<file path="src/rtl/fi_chain_reader.sv">
// rtl/fi_chain_reader.sv - fault-injection scan chain capture with word FIFO and register window
module fi_chain_reader #(
    parameter logic [31:0] BASE_ADDR  = 32'h0000_0100,
    parameter int          FIFO_DEPTH = 8
) (
    input  logic        i_CLK_SYS,
    input  logic        i_RST_SYS,
    input  logic        i_SO,
    input  logic        i_EN_SR,
    input  logic [31:0] i_ADDR,
    input  logic        i_WREn,
    input  logic        i_RDEn,
    input  logic [31:0] i_WRDATA,
    output logic [31:0] o_RDATA,
    output logic        o_IRQ
);

    localparam int AW = $clog2(FIFO_DEPTH);
    localparam int LW = AW + 1;
    localparam logic [AW:0] DEPTH_L = LW'(FIFO_DEPTH);

    typedef enum logic {IDLE, CAPTURE} state_t;

    state_t      state;
    logic        irq_en;
    logic        ovf;
    logic [31:0] sr;
    logic [4:0]  cnt;
    logic [31:0] bitcnt;
    logic [AW:0] wr_ptr;
    logic [AW:0] rd_ptr;
    logic [31:0] mem [FIFO_DEPTH];

    logic        sel_ctrl, sel_status, sel_data, sel_bitcnt;
    logic        wr_ctrl, clr, flush, shift;
    logic [31:0] sr_shift;
    logic [4:0]  cnt_next;
    logic        push, push_ok, pop, empty, full;
    logic [AW:0] level;
    logic [31:0] rd_mux;

    // Only CTRL bits [3:0] carry meaning; the rest of the write data is dropped
    logic unused_wrdata;
    assign unused_wrdata = ^i_WRDATA[31:4];

    assign sel_ctrl   = (i_ADDR == BASE_ADDR);
    assign sel_status = (i_ADDR == BASE_ADDR + 32'h4);
    assign sel_data   = (i_ADDR == BASE_ADDR + 32'h8);
    assign sel_bitcnt = (i_ADDR == BASE_ADDR + 32'hC);

    assign wr_ctrl = i_WREn && sel_ctrl;
    assign clr     = wr_ctrl && i_WRDATA[1];
    assign flush   = wr_ctrl && i_WRDATA[2];
    assign shift   = (state == CAPTURE) && i_EN_SR;

    // A flush landing on a shift cycle includes that cycle's bit; a wrap is a normal full-word push
    assign sr_shift = shift ? {i_SO, sr[31:1]} : sr;
    assign cnt_next = shift ? cnt + 5'd1 : cnt;
    assign push     = (shift && cnt == 5'd31) || (flush && cnt_next != 5'd0);

    assign level   = wr_ptr - rd_ptr;
    assign empty   = (level == '0);
    assign full    = (level == DEPTH_L);
    assign pop     = i_RDEn && sel_data && !empty;
    assign push_ok = push && (!full || pop);

    assign o_IRQ = irq_en && !empty;

    // Read mux over pre-write state so a simultaneous write is not visible to the read
    always_comb begin
        rd_mux = '0;
        if (sel_ctrl) begin
            rd_mux[0] = (state == CAPTURE);
            rd_mux[3] = irq_en;
        end else if (sel_status) begin
            rd_mux[4:0]   = 5'(level);
            rd_mux[8]     = empty;
            rd_mux[9]     = full;
            rd_mux[10]    = ovf;
            rd_mux[20:16] = cnt;
        end else if (sel_data) begin
            if (!empty) rd_mux = mem[rd_ptr[AW-1:0]];
        end else if (sel_bitcnt) begin
            rd_mux = bitcnt;
        end
    end

    // Capture FSM, shift register, counters, FIFO pointers and registered read data
    always_ff @(posedge i_CLK_SYS or posedge i_RST_SYS) begin
        if (i_RST_SYS) begin
            state   <= IDLE;
            irq_en  <= 1'b0;
            ovf     <= 1'b0;
            sr      <= '0;
            cnt     <= '0;
            bitcnt  <= '0;
            wr_ptr  <= '0;
            rd_ptr  <= '0;
            o_RDATA <= '0;
        end else begin
            if (i_RDEn) o_RDATA <= rd_mux;
            if (wr_ctrl) begin
                state  <= i_WRDATA[0] ? CAPTURE : IDLE;
                irq_en <= i_WRDATA[3];
            end
            if (clr) begin
                wr_ptr <= '0;
                rd_ptr <= '0;
                sr     <= '0;
                cnt    <= '0;
                bitcnt <= '0;
                ovf    <= 1'b0;
            end else begin
                // Clearing sr after a push keeps flushed partial words zero-filled below the data
                if (push) begin
                    sr  <= '0;
                    cnt <= '0;
                end else begin
                    sr  <= sr_shift;
                    cnt <= cnt_next;
                end
                if (shift && bitcnt != 32'hFFFF_FFFF) bitcnt <= bitcnt + 32'd1;
                if (push_ok) wr_ptr <= wr_ptr + 1'b1;
                if (push && !push_ok) ovf <= 1'b1;
                if (pop) rd_ptr <= rd_ptr + 1'b1;
            end
        end
    end

    // FIFO storage, no reset needed since pointers gate visibility
    always_ff @(posedge i_CLK_SYS) begin
        if (push_ok && !clr) mem[wr_ptr[AW-1:0]] <= sr_shift;
    end

endmodule

</file>
<file path="config.mk">
export PLATFORM = sky130hd
export DESIGN_NAME = fi_chain_reader
export DESIGN_NICKNAME = d
export VERILOG_FILES = /design/src/rtl/fi_chain_reader.sv
export SDC_FILE = /design/constraint.sdc
export NUM_CORES = 1
export LEC_CHECK = 0
export BUFFER_PORTS_ARGS = -buffer_cell sky130_fd_sc_hd__buf_2
export CORE_ASPECT_RATIO = 0.6
export CORE_MARGIN = 3
export CORE_UTILIZATION = 41
export DETAILED_ROUTE_END_ITERATION = 16
export SYNTH_ARGS = -nofsm -noshare
export SYNTH_HDL_FRONTEND = slang
export SYNTH_SLANG_ARGS = --single-unit
export TNS_END_PERCENT = 100
</file>
<file path="constraint.sdc">
create_clock -name i_CLK_SYS -period 8.06 [get_ports i_CLK_SYS]
set_clock_uncertainty 0.15 [all_clocks]
set_input_delay 0.403 -clock i_CLK_SYS [delete_from_list [all_inputs] [get_ports i_CLK_SYS]]
set_output_delay 0.403 -clock i_CLK_SYS [all_outputs]
set_load 0.1 [all_outputs]
</file>
==> impl_metrics.yaml <==
outcome:
  status: "completed"
routing:
  vias_per_cell: 5.494
  first_pass_iters: 5
  post-route-drc-count: 0
  drt_iter0_markers: 835
  post_drt_wl_per_cell_microns: 22.01
  vias: 8983
  wl_microns: 35990
  ant_nets: 0
timing:
  rsz0062_at_grt: "no"
  fin_crit_sh_pct: 50.34
  worst_pin_slew_ps: 933.3
  finalHoldViolations: 0
  final.setup.tns_ps: 0
  relSlewSlack_pct: 37.78
  post-route-min-period_ps: 4058
  setup_violations: 0
  fmax_mhz: 246.4
  finalMaxSlewViolations: 0
die:
  fp.coreArea_sq_mm: 0.03669
  die_area_sq_mm: 0.03995
  die-width_microns: 256.1
  die_h_microns: 156.0
  rows: 54
  start_util_pct: 41.93
  ios: 103
cells_and_area:
  diodes: 0
  nNetsFinal: 1185
  fin_area_sq_mm: 0.01752
  syn_to_final_growth_pct: 13.93
  final_core_util_pct: 47.77
  drive_above_1_share_pct: 21.22
  fin_cells: 1635
worst_setup_path:
  crit_path_start_kind: "flop"
  criticalPathCategory: "flop to flop"
  end_kind: "flop"
  r2r_end: "mem[5][17]"
  required_ps: 8160
  ff2ff_setup_slack_ps: 4000
  cp.arrival_ps: 4160
  rr_worst_depth: 9
  r2r_start: "rd_ptr[0]"
  path_max_fanout: 31
logic_synthesis:
  synth_compound_area_share_pct: 5.515
  yosys_warnings: 0
  syn_area_sq_mm: 0.01538
  ys_types: 56
  synthAdderAreaFrac_pct: 0.7809
  netlist_instances: 1029
  synthSimpleGateAreaFrac_pct: 10.32
  synth_fp_nets: 1108
  synth-seq-cells: 368
  synth_edf_count: 256
  async_reset_ff_share_pct: 30.43
  synth_top_family_by_area: "multiplexers"
  ys.flop_type: "edfxtp_1"
  seq_area_frac_synth_pct: 68.20
  synth_xor_area_share_pct: 1.480
  synth.area.mux_share_pct: 11.92
  synth.avg_cell_area_sq_um: 14.95
global_route:
  antenna_found_initial: 0
  overflow: 0
  grtUsageTotal_pct: 18.09
  grt_max_degree: 61
  grt_pass1_wl_microns: 54650
  grt_pass1_vias: 8744
power:
  ir_drop_uv: 167.4
  leakage_nw: 6.045
  powerDensity_mw_per_mm2: 212.6
clock_tree:
  cts_buffers: 31
  cts.sinks: 368
  postCtsSetupBuffers: 0
  cts_max_path_buffers: 3
  clk_pin_slew_worst_paths_ps: 70
  postCtsHoldBufs: 4
  cts_root_buf: "clkbuf_16"
  cts_max_level: 1
  cts_tree: "built"
  clkLatencyLatePin_ps: 590
  ctsResizeCount: 0
min_path:
  hold_end: "cnt[2]"
  hold_start: "i_EN_SR"
  worstHoldPathCells: 4
  min_path_type: "input pin to flop"
job:
  maxCapViolCount: 0
placement:
  dp_hpwl_microns: 21580
  io_buffers: 74
  gp_congestion: 0.7943
  dpl.cell_count: 1573
  post_dp_cell_area_sq_mm: 0.01636
[Yosys cell counts, drive strengths merged, types with 4 or more instances]
library cell    n  area (sq um)
o211ai          5         37.54
nor2           39         146.4
nand3          27         140.1
mux2i          37         370.4
inv            14         52.55
o221ai         11         96.34
o21ai          31         155.2
and2            4         25.02
o211a          10         100.1
and3            5         31.28
nor3            8         40.04
nand2         133         501.7
mux4           64          1441
a21oi          69         345.3
edfxtp        256          7687
ha              8         100.1
xor2           13         113.9
nor4           15         115.1
nor2b          34         212.7
buf            25         116.4
and4            5         43.79
nand4          16         106.4
or3            11         71.31
xnor2          13         113.9
or4             6         48.80
dfrtp         112          2803
clkbuf         28         105.1
[per-layer routing]
layer  GRT usage (%)  part of all wire (%)  vias to the layer above
li1                -                     -                     4071
met1           28.43                    49                     4596
met2           26.46                    43                      279
met3           3.617                   6.8                       37
met4           2.982                   1.3                        0
met5               0                     0                        -
[through the flow]
step | setup slack, ps | total power [mW] | hold slack (ps)
after floorplan | 1379 | 2.102 | 314.2
after global placement | 4018 | 2.127 | 337.0
after detailed placement | 3978 | 2.128 | 344.1
after CTS | 3969 | 3.761 | 82.73
after global routing | 3765 | 3.845 | 123.7
final | 4002 | 3.726 | 113.9
[worst max-delay path by stage]
stage                         start          to  slack, ps  depth (start not counted)
after global placement    rd_ptr[0]   mem[5][9]       4020                          9
after CTS                 rd_ptr[0]  mem[5][17]       3970                          9
after floorplan           rd_ptr[2]   mem[4][0]       1380                         10
final                     rd_ptr[0]  mem[5][17]       4000                          9
after detailed placement  rd_ptr[0]   mem[5][9]       3980                          9
after global routing      rd_ptr[0]   mem[5][9]       3770                          9
[state kept, by name, indices dropped and copies added, names as in the netlist]
signal / cells
bitcnt: 32
cnt: 5
irq_en: 1
mem: 256
o_RDATA: 32
ovf: 1
rd_ptr: 4
sr: 32
state: 1
wr_ptr: 4
[critical path, stage by stage, from the launching register on]
cell and delay, ps:
dfrtp_4 830, ha_1 270, inv_1 50, fa_1 370, xor2_1 310, or3b_2 180, a311o_1 220, nand2_2 270
nor2_4 590, buf_4 440
[cells by family (layout without fill, tap and decap cells)]
family / Yosys count / count (layout)
xor gates and xnor gates: 26 / 26
and+or+nand+nor: 317 / 317
adders and majority gates: 9 / 9
AOI/OAI and AO/OA: 139 / 139
muxes: 103 / 103
DFF: 368 / 368
buffers and inverters: 67 / 169
[layout by cell type (no fill, tap or decap), types with 6 or more instances in the layout]
cell type,count
or3_1,9
buf_4,19
inv_1,12
nor3_1,6
nand3_1,26
a21oi_1,69
mux4_2,64
o211a_1,10
edfxtp_1,256
dfrtp_1,110
ha_1,8
buf_2,74
xor2_1,13
nand4_1,15
mux2i_1,37
nor4_1,11
bufinv_16,6
o221ai_1,11
o21ai_0,31
xnor2_1,13
nor2b_1,34
clkinv_2,6
clkbuf_16,31
nand2_1,132
nor2_1,36
[report_power, final]
part	internal, mW	switching [mW]	total, mW	leakage, nW
combinational	0.0188	0.0604	0.0792	2.17
clock	0.934	0.704	1.64	0.544
sequential	2.01	0.00215	2.01	3.33
[layout make-up]
cell class / instances / area, sq um
Clock buffer: 36 / 824.5
Tap cell: 504 / 630.6
Inverter: 14 / 55.05
Clock inverter: 22 / 295.3
Fill cell: 3175 / 19160
Timing Repair Buffer: 97 / 553.0
Multi-Input combinational cell: 594 / 4671
Sequential cell: 368 / 10500
(Power assumes the default switching activity.)
